--- src/rtl/reg8_pkg.sv ---
// Shared types and constants for the 8-entry register-file scanner.
package reg8_pkg;

  localparam int REG_COUNT = 8;
  localparam int IDX_W     = 3;
  localparam int DATA_W    = 8;

  typedef enum logic [2:0] {
    ST_IDLE  = 3'd0,
    ST_ISSUE = 3'd1,
    ST_LATCH = 3'd2,
    ST_SEND  = 3'd3,
    ST_DONE  = 3'd4
  } state_t;

  // Register index advance; wraps from the top entry back to entry 0.
  function automatic logic [IDX_W-1:0] idx_inc(input logic [IDX_W-1:0] idx);
    return IDX_W'((32'(idx) + 32'd1) % REG_COUNT);
  endfunction

endpackage

--- src/rtl/reg8_reader.sv ---
// Scans a contiguous (wrapping) range of reg8file entries and streams each
// byte out over a valid/ready handshake, pulsing done after the last one.
module reg8_reader
  import reg8_pkg::*;
(
  input  logic              clk,
  input  logic              clrn,
  input  logic              start,
  input  logic              abort,
  input  logic [IDX_W-1:0]  first,
  input  logic [IDX_W-1:0]  last,
  output logic [IDX_W-1:0]  rsel,
  input  logic [DATA_W-1:0] rdata,
  output logic [DATA_W-1:0] out_data,
  output logic [IDX_W-1:0]  out_idx,
  output logic              out_valid,
  input  logic              out_ready,
  output logic              busy,
  output logic              done
);

  state_t            state_r;
  state_t            state_s;
  logic [IDX_W-1:0]  ptr_r;
  logic [IDX_W-1:0]  ptr_s;
  logic [IDX_W-1:0]  last_r;
  logic              capture_s;

  // Next-state and pointer logic; abort outranks every other transition.
  always_comb begin
    state_s   = state_r;
    ptr_s     = ptr_r;
    capture_s = 1'b0;
    case (state_r)
      ST_IDLE: begin
        if (!abort && start) begin
          state_s   = ST_ISSUE;
          ptr_s     = first;
          capture_s = 1'b1;
        end else begin
          state_s = ST_IDLE;
        end
      end
      ST_ISSUE: begin
        if (abort) begin
          state_s = ST_IDLE;
        end else begin
          state_s = ST_LATCH;
        end
      end
      ST_LATCH: begin
        if (abort) begin
          state_s = ST_IDLE;
        end else begin
          state_s = ST_SEND;
        end
      end
      ST_SEND: begin
        if (abort) begin
          state_s = ST_IDLE;
        end else if (out_ready) begin
          if (out_idx == last_r) begin
            state_s = ST_DONE;
          end else begin
            state_s = ST_ISSUE;
            ptr_s   = idx_inc(ptr_r);
          end
        end else begin
          state_s = ST_SEND;
        end
      end
      ST_DONE: begin
        state_s = ST_IDLE;
      end
      default: begin
        state_s = ST_IDLE;
      end
    endcase
  end

  // State, datapath and registered outputs, all decoded from the next state
  // so every output changes on the same edge as the state it belongs to.
  always_ff @(posedge clk) begin
    if (!clrn) begin
      state_r   <= ST_IDLE;
      ptr_r     <= '0;
      last_r    <= '0;
      rsel      <= '0;
      out_data  <= '0;
      out_idx   <= '0;
      out_valid <= 1'b0;
      busy      <= 1'b0;
      done      <= 1'b0;
    end else begin
      state_r <= state_s;
      ptr_r   <= ptr_s;
      if (capture_s) begin
        last_r <= last;
      end
      // rsel only moves on entry to ISSUE and otherwise holds.
      if (state_s == ST_ISSUE) begin
        rsel <= ptr_s;
      end
      if (state_r == ST_LATCH && state_s == ST_SEND) begin
        out_data <= rdata;
        out_idx  <= ptr_r;
      end
      out_valid <= (state_s == ST_SEND);
      busy      <= (state_s != ST_IDLE);
      done      <= (state_s == ST_DONE);
    end
  end

endmodule

--- config.mk ---
export PLATFORM = sky130hd
export DESIGN_NAME = reg8_reader
export DESIGN_NICKNAME = d
export VERILOG_FILES = /design/src/rtl/reg8_pkg.sv /design/src/rtl/reg8_reader.sv
export SDC_FILE = /design/constraint.sdc
export NUM_CORES = 1
export LEC_CHECK = 0
export CAP_MARGIN = 20
export CELL_PAD_IN_SITES_DETAIL_PLACEMENT = 0
export CELL_PAD_IN_SITES_GLOBAL_PLACEMENT = 1
export CORE_ASPECT_RATIO = 1.4
export CORE_MARGIN = 8
export CORE_UTILIZATION = 29
export DETAILED_ROUTE_END_ITERATION = 16
export PLACE_DENSITY = 0.74
export SLEW_MARGIN = 40
export SYNTH_ARGS = -nofsm -noshare
export SYNTH_HDL_FRONTEND = slang
export SYNTH_SLANG_ARGS = --single-unit
--- constraint.sdc ---
create_clock -name clk -period 1.51 [get_ports clk]
set_clock_uncertainty 0.15 [all_clocks]
set_input_delay 0.453 -clock clk [delete_from_list [all_inputs] [get_ports clk]]
set_output_delay 0.453 -clock clk [all_outputs]
set_load 0.1 [all_outputs]
# == Yosys cells after proc, flatten, opt, wreduce, memory -nomap -nowiden ==
# Index checks and enable logic that the tools add are counted.
# totals
regBits,26
in_bits,19
word_cells,36
# classes
add_sub_neg,1
eq_ne,7
mux,14
reduce_logical,5
# op_table
op,count
$mux W3,7
$pmux W3 S4,1
$eq A3 B2 Y1 const B,3
$eq A3 B1 Y1 const B,2
$pmux W3 S2,1
$mux W2,2
$add A3 B1 Y3 const B,1
$eq A3 B3 Y1,1
$eq A3 B3 Y1 const B,1
$logic_not A3 Y1,1
$mux W1,3
$reduce_bool A3 Y1,1
$logic_and A1 B1 Y1,2
$logic_not A1 Y1,1

# == Depth between registers and ports, before layout ==
# Gate-level depths: netlist (run 1).
# depth
ltp_word,7
mapped_depth,5
mapped_depth_nobuf,5

# == Least setup slack after synthesis (run 1) ==
# Ideal clock, no wire load.
# synth_path
kind,reg2reg
from,register out_idx[1]
to,register rsel[2]
setup_time_ns,0.088
t_arrival_ns,2.071
required_ns,1.272
path_slack_ns,-0.799
path_stages_with_launch,5
n_path_buf,0
period_less_slack_ns,2.309
cell_sequence,dfxtp_1 > xnor2_1 > a311oi_4 > nor3_1 > a311oi_2
# synth_between
elab_chain_len,6
word_cells_on_any_way,10
# synth_rtl
element,line,source
"start, declared",reg8_reader.sv:15,"output logic [IDX_W-1:0] out_idx,"
"start signal, assigned",reg8_reader.sv:106,out_idx <= ptr_r;
$eq A3 B3 Y1 (*),reg8_reader.sv:62,if (out_idx == last_r) begin
$mux W3,reg8_reader.sv:62,
$mux W3,reg8_reader.sv:61,end else if (out_ready) begin
$mux W3,reg8_reader.sv:59,if (abort) begin
$pmux W3 S4,reg8_reader.sv:34,case (state_r)
$eq A3 B1 Y1,reg8_reader.sv:101,if (state_s == ST_ISSUE) begin
"end signal, assigned",reg8_reader.sv:102,rsel <= ptr_s;
"end, declared",reg8_reader.sv:12,"output logic [IDX_W-1:0] rsel,"
# Every way passes the cells marked *; elsewhere a longest branch is shown, timed or not.
# A chain may end at the register's enable or synchronous reset.

# == Worst setup path in the final report (run 1) ==
# layout_path
from,register last_r[1]
to,register rsel[2]
# layout_between
elab_chain_len,6
word_cells_on_any_way,10
# layout_rtl
element,line,source
"start, declared",reg8_reader.sv:26,logic [IDX_W-1:0] last_r;
"start signal, assigned",reg8_reader.sv:98,last_r <= last;
$eq A3 B3 Y1 (*),reg8_reader.sv:62,
$mux W3,reg8_reader.sv:62,
$mux W3,reg8_reader.sv:61,
$mux W3,reg8_reader.sv:59,
$pmux W3 S4,reg8_reader.sv:34,
$eq A3 B1 Y1,reg8_reader.sv:101,
# Marked as above.

==> qor.log, run 1 <==
INFO  outcome        run_status=complete, but fails checks
INFO  outcome        violations=negative setup slack
INFO  floorplanning  die_height=90.0um
INFO  power          p_leak=0.781nW
INFO  detailed_routing routed_wirelength=3310um
INFO  power          cellInternalPower=1.21mW
INFO  grt            grt_antenna_before_repair=0
INFO  clock_network  clk_root_buffer_cell=clkbuf_8
INFO  clock_network  cts_buffers=3
INFO  floorplanning  initial_core_util=29.4%
INFO  timing         timing.final.max_slew_violations=0
INFO  synthesis      synth.net_count=150
INFO  finish         layout-area-overhead-vs-synth=82.6%
INFO  finish         final_cells=225
INFO  flow_run       cap_violations=0
INFO  finish         nNetsFinal=203
INFO  floorplanning  floorplan.rows=27
INFO  setup_path     timing.critical_path.to_type=flop
INFO  setup_path     critical_path.max_fanout=7
INFO  clock_network  cts.htree.levels=1
INFO  synthesis      post_synth_instance_area=1130squm
INFO  timing         timing.final.ws_setup=-0.0471ns
INFO  setup_path     worst_setup_path_start_kind=flop
INFO  clock_network  clock_tree_from_tritoncts=yes
INFO  power          switchingPower=0.403mW
INFO  clock_network  clock-sinks=26
INFO  placed_design  dpl.hpwl=2650um
INFO  detailed_routing route.vias.total=1098
INFO  timing         setup_violations=6
INFO  power          sequentialPowerShare=45.1%
INFO  setup_path     criticalPathCategory=flop to flop
INFO  detailed_routing drcViolationCount=0
INFO  timing         relSlewSlack=79.8%
INFO  floorplanning  die_w=68.8um
INFO  grt            grt_first_pass_wirelength=5630um
INFO  detailed_routing avgRoutedWirePerCell=14.7um
INFO  timing         worst_hold_slack=0.330ns
INFO  power          power_density_over_the_cells=777nW/um^2
INFO  timing         finalWorstPathRequiredPeriod=1.56ns
INFO  grt            gr-usage-all-layers=11.4%
INFO  floorplanning  design.die.area=6190squm
INFO  timing         setup_tns=-0.186ns
INFO  placed_design  post_dp_cell_area=1930squm
INFO  synthesis      synthesis.area_per_instance=8.72squm
INFO  setup_path     critical_path_required=1.54ns
INFO  timing         finalHoldViolCount=0
INFO  power          clock_power_share=35.9%
INFO  synthesis      synth_warnings=0
INFO  floorplanning  coreArea=3850squm
INFO  finish         antennaDiodeCount=0
INFO  grt            maximum_number_of_pins_on_one_net_before_global_route_repair=16
INFO  power          comb_power_share=19.0%
INFO  placed_design  io_buffer_count=35
INFO  synthesis      fraction_of_post_synthesis_cell_area_in_the_top_cell_type_by_area=45.9%
INFO  placed_design  placed_cells=221
INFO  clock_network  insertion_delay=0.27ns
INFO  finish         layout-drive-gt1-share=44.0%
INFO  synthesis      netlist_instances=130
INFO  power          ir_worst_vdd=674uV
INFO  min_path       worst_hold_path_type=flop to flop
INFO  finish         final_design_area_no_fill=2070squm
INFO  timing         tightest_slew=0.303ns
INFO  setup_path     worstPathArrival=1.58ns
INFO  grt            vias_in_the_first_global_route=1207
INFO  timing         rsz0062_at_grt=yes
INFO  synthesis      synth_area_leaders=dfxtp_1 (46%), nand2_1 (10%), a21oi_1 (7.5%)
INFO  grt            global_route.overflow_total=0
INFO  synthesis      post-synth-top-area-cell=dfxtp_1
INFO  synthesis      ys_types=34
INFO  finish         fin_util=53.7%
INFO  synthesis      synth.ff_latch_count=26
INFO  floorplanning  num_io_pins=36
INFO  detailed_routing drt.antenna.violating_nets=0
INFO  placed_design  place_congestion=0.865
INFO  clock_network  path_clk_slew=0.10ns
INFO  detailed_routing drt_first_iter_violations=36
INFO  timing         period_share=103%
INFO  power          switching_share=25.0%
INFO  synthesis      yosysSeqAreaShare=45.9%
INFO  finish         mostFrequentLayoutCell=nand2_1
INFO  finish         layout.cells.most_common_list=nand2_1 (31), dfxtp_2 (19), buf_12 (19)
INFO  detailed_routing via_per_inst=4.88
INFO  clock_network  cts.path.max_buffers=2
INFO  detailed_routing dr.pass1.iters=4
INFO  timing         fmaxAchievable=642MHz
==> sequential cells by signal, summed over array words and instances, names as in the netlist <==
register,cells
state_r,3
last_r,3
ptr_r,3
out_valid,1
done,1
out_idx,3
out_data,8
busy,1
rsel,3
==> layout make-up <==
type	instances	area, sq um
Inverter	5	18.8
Fill cell	367	1780
Clock buffer	3	41.3
Timing Repair Buffer	54	703
Tap cell	43	53.8
Multi-Input combinational cell	93	667
Clock inverter	1	30.0
Sequential cell	26	556
==> cells in the mapped netlist <==
master and number:
a211o_1 1, a211oi_1 3, a21oi_1 17, a221oi_2 2
a311oi_2 1, a311oi_4 1, a31oi_1 2, and2_1 3
and3_1 6, and3b_1 1, buf_1 1, buf_2 1
buf_6 1, clkbuf_1 3, dfxtp_1 26, ha_1 1
inv_1 5, nand2_1 31, nand2b_1 1, nand3_2 1
nand3b_1 1, nand4_1 1, nor2_1 4, nor2b_2 1
nor3_1 4, nor3_2 1, o21ai_0 1, o2bb2ai_1 1
o311ai_1 1, o31a_1 1, o31ai_1 1, or2_1 2
xnor2_1 2, xnor2_2 1
==> kinds of logic after synthesis <==
logic type	after synthesis	synth area share [%]
buffers and inverters	11	4.41
AND/OR/NAND/NOR	57	24.5
flip-flops	26	45.9
adder cells (fa/ha/maj)	1	1.10
XOR/XNOR	3	2.98
AO/OA/AOI/OAI	32	21.1
==> repair_timing <==
action,4_1_cts,5_1_grt
pin swaps,5,1
cloned,0,0
setup buffers,0,0
hold buffers,0,0
gates resized for setup,26,1
hold endpoints to repair,0,0
setup endpoints to repair,29,21
==> power by group through the flow <==
| stage | sequential (mW) | clock [mW] | combinational [mW] |
|---|---|---|---|
| floorplan | 0.802 | 0 | 0.0875 |
| global placement | 0.740 | 0 | 0.288 |
| detailed placement | 0.741 | 0 | 0.290 |
| CTS | 0.726 | 0.594 | 0.306 |
| global route | 0.729 | 0.624 | 0.324 |
| finish | 0.726 | 0.577 | 0.306 |
==> worst max-delay path, stage by stage (launching register included) <==
cell      delay, ns
dfxtp_2        0.36
xnor2_4        0.24
a311oi_4       0.12
buf_6          0.16
or2_4          0.24
a311oi_2       0.19
==> worst paths after layout <==
check                            startpoint           to  slack (ns)  cells past startpoint
worst min register to register  out_data[2]  out_data[2]        0.33                      2
worst max register to register    last_r[1]      rsel[2]       -0.05                      5
worst min-delay path            out_data[2]  out_data[2]        0.33                      2
worst max-delay path              last_r[1]      rsel[2]       -0.05                      5
==> per-stage QoR <==
step	total power, mW	setup slack [ns]
global placement	1.03	-0.587
finish	1.61	-0.0471
CTS	1.63	-0.0492
floorplan	0.890	-0.142
global route	1.68	-0.109
detailed placement	1.03	-0.614
==> per-layer routing <==
layer  GRT usage [%]  up-vias  wire [um]
met2            19.2       31       1740
met4            3.53        0         49
met1            12.1      506       1240
li1                -      554          -
met5               0        -          0
met3            4.84        7        288
(Power assumes the default switching activity.)
==> inputs of run 2 (changes only) <==
--- a/config.mk
+++ b/config.mk
@@ -13,6 +13,7 @@
 export CORE_UTILIZATION = 29
 export DETAILED_ROUTE_END_ITERATION = 16
 export PLACE_DENSITY = 0.74
+export SETUP_SLACK_MARGIN = 0.05
 export SLEW_MARGIN = 40
 export SYNTH_ARGS = -nofsm -noshare
 export SYNTH_HDL_FRONTEND = slang
==> run 2 against run 1 <==
The run still ends with negative setup slack left; core utilization up 5.8 points; sequential cell count unchanged; critical path depth is the same; cell area rose by 11%; critical endpoint unchanged; highest routed layer unchanged.
==> qor.log, run 2 (synthesis gave the netlist of run 1 again) <==
INFO  power          clock_power_share=29.9% [-6.0 points]
INFO  grt            vias_in_the_first_global_route=1210 [+0.25%]
INFO  detailed_routing via_per_inst=5.07 [+3.9%]
INFO  timing         finalWorstPathRequiredPeriod=1.54ns [-0.0125 ns]
INFO  grt            gr-usage-all-layers=11.7% [+0.29 points]
INFO  clock_network  insertion_delay=0.27ns [about the same]
INFO  placed_design  dpl.hpwl=2640um [-0.54%]
INFO  power          switching_share=27.9% [+2.9 points]
INFO  grt            groute.layer.met2.usage=20.8% [+1.6 points]
INFO  timing         setup_tns=-0.146ns [+0.0401 ns]
INFO  clock_network  clock_tree_from_tritoncts=yes
INFO  finish         nNetsFinal=207 [+2.0%]
INFO  grt            use_met1=12.5% [+0.44 points]
INFO  finish         layout.cells.most_common_list=nand2_1 (22), buf_12 (20), dfxtp_2 (15), clkdlybuf4s50_1 (15)
INFO  timing         fmaxAchievable=647MHz [+0.81%]
INFO  clock_network  cts_buffers=3 [unchanged]
INFO  finish         final_cells=229 [+1.8%]
INFO  floorplanning  die_w=68.8um [unchanged]
INFO  clock_network  path_clk_slew=0.09ns [about the same]
INFO  power          finalPower=1.52mW [-5.6%]
INFO  finish         layout-area-overhead-vs-synth=102%
INFO  setup_path     rrSetupSlack=-0.03ns [about the same]
INFO  clock_network  cts.htree.levels=1 [unchanged]
INFO  floorplanning  design.die.area=6190squm [unchanged]
INFO  power          ir_worst_vdd=506uV [-25%]
INFO  grt            maximum_number_of_pins_on_one_net_before_global_route_repair=19 [+3]
INFO  timing         rsz0062_at_grt=yes
INFO  setup_path     worstPathArrival=1.58ns [about the same]
INFO  flow_run       cap_violations=0 [unchanged]
INFO  power          cellInternalPower=1.09mW [-9.2%]
INFO  placed_design  post_dp_cell_area=1930squm [+0.26%]
INFO  detailed_routing drt_first_iter_violations=24 [-33%]
INFO  finish         layout-drive-gt1-share=60.8% [+17 points]
INFO  finish         antennaDiodeCount=0 [unchanged]
INFO  finish         final.fill_count=332 [-9.5%]
INFO  clock_network  cts.path.max_buffers=2 [unchanged]
INFO  clock_network  clk_root_buffer_cell=clkbuf_8
INFO  detailed_routing routed_wirelength=3630um [+9.4%]
INFO  outcome        violations=negative setup slack
INFO  setup_path     timing.critical_path.to_type=flop
INFO  detailed_routing avgRoutedWirePerCell=15.8um [+7.5%]
INFO  timing         finalHoldViolCount=0 [unchanged]
INFO  min_path       worst_hold_path_type=flop to flop
INFO  timing         timing.final.max_slew_violations=0 [unchanged]
INFO  setup_path     criticalPathCategory=flop to flop
INFO  detailed_routing drt.antenna.violating_nets=0 [unchanged]
INFO  setup_path     critical_path.max_fanout=7 [unchanged]
INFO  placed_design  dp_worst_setup_slack=-0.623ns [-0.00932 ns]
INFO  outcome        run_status=complete, but fails checks
INFO  detailed_routing drcViolationCount=0 [unchanged]
INFO  timing         setup_violations=8 [+2]
INFO  floorplanning  num_io_pins=36 [unchanged]
INFO  power          power_density_over_the_cells=662nW/um^2 [-15%]
INFO  clock_network  clock-sinks=26 [unchanged]
INFO  finish         flip_flop_count_of_the_largest_register_all_copies_and_words_added=8 [unchanged]
INFO  detailed_routing dr.pass1.iters=4 [unchanged]
INFO  power          comb_power_share=22.6% [+3.6 points]
INFO  timing         timing.final.ws_setup=-0.0346ns [+0.0125 ns]
INFO  power          sequentialPowerShare=47.5% [+2.4 points]
INFO  placed_design  io_buffer_count=35 [unchanged]
INFO  floorplanning  initial_core_util=29.4% [unchanged]
INFO  floorplanning  floorplan.rows=27 [unchanged]
INFO  power          switchingPower=0.424mW [+5.1%]
INFO  grt            grt_antenna_before_repair=0 [unchanged]
INFO  timing         tightest_slew=0.259ns [-0.0432 ns]
INFO  grt            grt_first_pass_wirelength=5790um [+2.8%]
INFO  grt            grt_busiest_layer=met2
INFO  grt            global_route.overflow_total=0 [unchanged]
INFO  detailed_routing route.vias.total=1161 [+5.7%]
INFO  finish         regMostFlops=out_data
INFO  placed_design  placed_cells=220 [-0.45%]
INFO  finish         final_design_area_no_fill=2290squm [+11%]
INFO  timing         period_share=102% [-0.83 points]
INFO  finish         mostFrequentLayoutCell=nand2_1
INFO  floorplanning  coreArea=3850squm [unchanged]
INFO  power          p_leak=0.908nW [+16%]
INFO  floorplanning  die_height=90.0um [unchanged]
INFO  setup_path     critical_path_required=1.54ns [about the same]
INFO  clock_network  post_cts_hold_buffer_count=0 [unchanged]
INFO  grt            grtUsageMet3=3.48% [-1.4 points]
INFO  finish         multi_input_comb_area=825squm [+24%]
INFO  placed_design  place_congestion=0.855 [-1.2%]
INFO  finish         sequential_cell_area_in_the_final_layout=569squm [+2.5%]
INFO  timing         relSlewSlack=82.6% [+2.8 points]
INFO  setup_path     worst_setup_path_start_kind=flop
[run 2: cell count changes in the layout (fill, tap and decap cells not counted), sizes merged]
cell / delta
buf: +3
bufinv: -1
clkbuf: +2
[run 2: worst paths after layout]
| check | depth (start not counted) | from | to |
|---|---|---|---|
| worst max-delay path | 5 | last_r[2] | rsel[2] |
| worst min-delay path | 2 | out_data[7] | out_data[7] |
| worst max register to register | 5 | last_r[2] | rsel[2] |
| worst min register to register | 2 | out_data[7] | out_data[7] |
[run 2: layer usage]
metal | routed length (um) | part of all wire [%] | up-vias
met4 | 11 | 0.30 | 0
met5 | 0 | 0 | -
met1 | 1300 | 36 | 567
met3 | 254 | 7.0 | 2
met2 | 2060 | 57 | 26
li1 | - | - | 566
[run 2: area by class of cell]
| cell class | count | share of cell area [%] |
|---|---|---|
| multi-input combinational | 93 | 36.0 |
| timing repair buffer | 58 | 33.6 |
| sequential | 26 | 24.8 |
| clock buffer | 4 | 2.40 |
| tap | 43 | 2.35 |
| inverter | 5 | 0.819 |
[run 2: power groups by stage]
stage	registers [mW]	logic (mW)	clock network, mW
floorplan	0.802	0.0875	0
finish	0.722	0.343	0.453
global placement	0.740	0.291	0
global route	0.725	0.361	0.513
detailed placement	0.741	0.293	0
CTS	0.726	0.318	0.472
[run 2: through the flow]
step	hold slack, ns	utilization (%)
final	0.334	59.5
after global routing	0.361	59.5
after CTS	0.335	54.6
after detailed placement	0.318	50.2
after global placement	0.314	50.2
after floorplan	0.289	-
[run 2: what timing repair did]
action,in CTS,in global routing
endpoints found under the setup margin,29,25
pin swaps,13,23
gates resized for setup,35,39
cloned,0,1
buffers inserted,1,3
[run 2: critical path, stage by stage (launching register included)]
cell and delay, ns:
dfxtp_4 0.38, xnor2_4 0.22, a311oi_4 0.12, buf_6 0.16, or2_4 0.25, a311oi_2 0.18
==> inputs of run 3 (changes only) <==
--- a/config.mk
+++ b/config.mk
@@ -13,7 +13,7 @@
 export CORE_UTILIZATION = 29
 export DETAILED_ROUTE_END_ITERATION = 16
 export PLACE_DENSITY = 0.74
-export SETUP_SLACK_MARGIN = 0.05
+export SETUP_SLACK_MARGIN = 0.1
 export SLEW_MARGIN = 40
 export SYNTH_ARGS = -nofsm -noshare
 export SYNTH_HDL_FRONTEND = slang
==> run 3 against run 2 <==
The flow still finishes with violations (negative setup slack); critical path depth unchanged; sequential power about the same; via count up 7.3%; power rose by 4.3%; worst setup slack lost 0.083 ns; critical endpoint unchanged; largest power group unchanged; highest routed layer unchanged.
==> qor.log, run 3 (synthesis gave the netlist of run 1 again) <==
INFO  outcome        violations=negative setup slack
INFO  timing         fmaxAchievable=615MHz [-5.1%]
INFO  finish         antennaDiodeCount=0 [unchanged]
INFO  floorplanning  coreArea=3850squm [unchanged]
INFO  timing         rsz0062_at_grt=yes
INFO  floorplanning  num_io_pins=36 [unchanged]
INFO  timing         finalWorstPathRequiredPeriod=1.63ns [+0.0826 ns]
INFO  floorplanning  floorplan.rows=27 [unchanged]
INFO  finish         flip_flop_count_of_the_largest_register_all_copies_and_words_added=8 [unchanged]
INFO  detailed_routing routed_wirelength=4130um [+14%]
INFO  grt            grt_first_pass_wirelength=6840um [+18%]
INFO  timing         period_share=108% [+5.5 points]
INFO  finish         layout-area-overhead-vs-synth=123%
INFO  timing         setup_violations=21 [+13]
INFO  detailed_routing via_per_inst=4.98 [-1.7%]
INFO  clock_network  path_clk_slew=0.10ns [about the same]
INFO  timing         relSlewSlack=80.5% [-2.1 points]
INFO  clock_network  cts.path.max_buffers=2 [unchanged]
INFO  flow_run       cap_violations=0 [unchanged]
INFO  min_path       worst_hold_path_type=flop to flop
INFO  finish         sequential_cell_area_in_the_final_layout=562squm [-1.3%]
INFO  timing         timing.final.max_slew_violations=0 [unchanged]
INFO  floorplanning  die_w=68.8um [unchanged]
INFO  placed_design  io_buffer_count=35 [unchanged]
INFO  detailed_routing avgRoutedWirePerCell=16.5um [+4.3%]
INFO  clock_network  clock-sinks=26 [unchanged]
INFO  finish         layout.cells.most_common_list=buf_4 (25), buf_12 (20), dfxtp_2 (18)
INFO  clock_network  clk_root_buffer_cell=clkbuf_8
INFO  timing         setup_tns=-1.62ns [-1.47 ns]
INFO  setup_path     worst_setup_path_start_kind=flop
INFO  finish         regMostFlops=out_data
INFO  detailed_routing drcViolationCount=0 [unchanged]
INFO  setup_path     criticalPathCategory=flop to flop
INFO  floorplanning  initial_core_util=29.4% [unchanged]
INFO  finish         layout-drive-gt1-share=71.5% [+11 points]
INFO  clock_network  clock_tree_from_tritoncts=yes
INFO  power          p_leak=1.01nW [+11%]
INFO  timing         finalHoldViolCount=0 [unchanged]
INFO  detailed_routing drt.antenna.violating_nets=0 [unchanged]
INFO  finish         mostFrequentLayoutCell=buf_4
INFO  grt            gr-usage-all-layers=13.9% [+2.3 points]
INFO  setup_path     critical_path.max_fanout=6 [-1]
INFO  timing         tightest_slew=0.292ns [+0.0328 ns]
INFO  placed_design  placed_cells=225 [+2.3%]
INFO  outcome        run_status=complete, but fails checks
INFO  grt            vias_in_the_first_global_route=1417 [+17%]
INFO  detailed_routing drt_first_iter_violations=33 [+38%]
INFO  finish         fin_util=65.6% [+6.0 points]
INFO  grt            maximum_number_of_pins_on_one_net_before_global_route_repair=15 [-4]
INFO  placed_design  place_congestion=0.890 [+4.1%]
INFO  clock_network  cts_buffers=3 [unchanged]
INFO  setup_path     timing.critical_path.to_type=flop
INFO  power          power_density_over_the_cells=627nW/um^2 [-5.3%]
INFO  placed_design  dpl.hpwl=2780um [+5.2%]
INFO  finish         nNetsFinal=228 [+10%]
INFO  setup_path     critical_path_required=1.55ns [about the same]
INFO  clock_network  post_cts_hold_buffer_count=0 [unchanged]
INFO  min_path       timing.hold.worst_path_depth=2 [unchanged]
INFO  power          ir_worst_vdd=373uV [-26%]
INFO  floorplanning  design.die.area=6190squm [unchanged]
INFO  clock_network  insertion_delay=0.27ns [about the same]
INFO  detailed_routing route.vias.total=1246 [+7.3%]
INFO  setup_path     worstPathArrival=1.67ns [+0.09 ns]
INFO  finish         final.fill_count=299 [-9.9%]
INFO  detailed_routing dr.pass1.iters=4 [unchanged]
INFO  floorplanning  die_height=90.0um [unchanged]
INFO  clock_network  cts.htree.levels=1 [unchanged]
INFO  grt            grt_antenna_before_repair=0 [unchanged]
INFO  setup_path     reg2reg_depth=5 [unchanged]
INFO  finish         multi_input_comb_area=862squm [+4.6%]
INFO  grt            global_route.overflow_total=0 [unchanged]
INFO  finish         final_cells=250 [+9.2%]
INFO  timing         timing.final.ws_setup=-0.117ns [-0.0826 ns]
run 3: worst max-delay path, stage by stage, from the launching register on:
cell and delay, ns:
dfxtp_4 0.38, xnor2_4 0.24, a311oi_4 0.12, buf_6 0.15, or2_4 0.26, a311oi_2 0.23
run 3: where the power goes:
part | total (mW) | internal (mW) | switching, mW
clock | 0.466 | 0.233 | 0.232
sequential | 0.725 | 0.700 | 0.0252
combinational | 0.392 | 0.197 | 0.196
run 3: repair_timing:
action	CTS	global route
setup endpoints to repair	41	43
buffers inserted	16	3
resized for setup	79	14
pin swaps	35	6
gates cloned	2	0
run 3: per-stage QoR:
step / cell area [sq um] / hold slack (ns) / setup WS, ns / power (mW)
after global routing: 2520 / 0.350 / -0.194 / 1.65
after detailed placement: 1980 / 0.318 / -0.590 / 1.04
after floorplan: 1220 / 0.289 / -0.142 / 0.891
after CTS: 2450 / 0.333 / -0.0773 / 1.58
final: 2520 / 0.340 / -0.117 / 1.58
after global placement: 1980 / 0.311 / -0.563 / 1.04
run 3: area by class of cell:
cell class	instances	area share, %
timing repair buffer	79	38.6
multi-input combinational	93	34.1
sequential	26	22.2
clock buffer	4	2.18
tap	43	2.13
inverter	5	0.743
run 3: worst paths after layout:
check,startpoint,to,slack [ns]
max,last_r[2],rsel[2],-0.12
min,out_data[0],out_data[0],0.34
max reg2reg,last_r[2],rsel[2],-0.12
min reg2reg,out_data[0],out_data[0],0.34
run 3: layer usage:
metal | global-route usage [%] | up-vias | wire (um)
met3 | 4.97 | 7 | 351
met1 | 14.7 | 595 | 1420
met4 | 3.70 | 0 | 78
met2 | 24.5 | 39 | 2280
met5 | 0 | - | 0
li1 | - | 605 | -
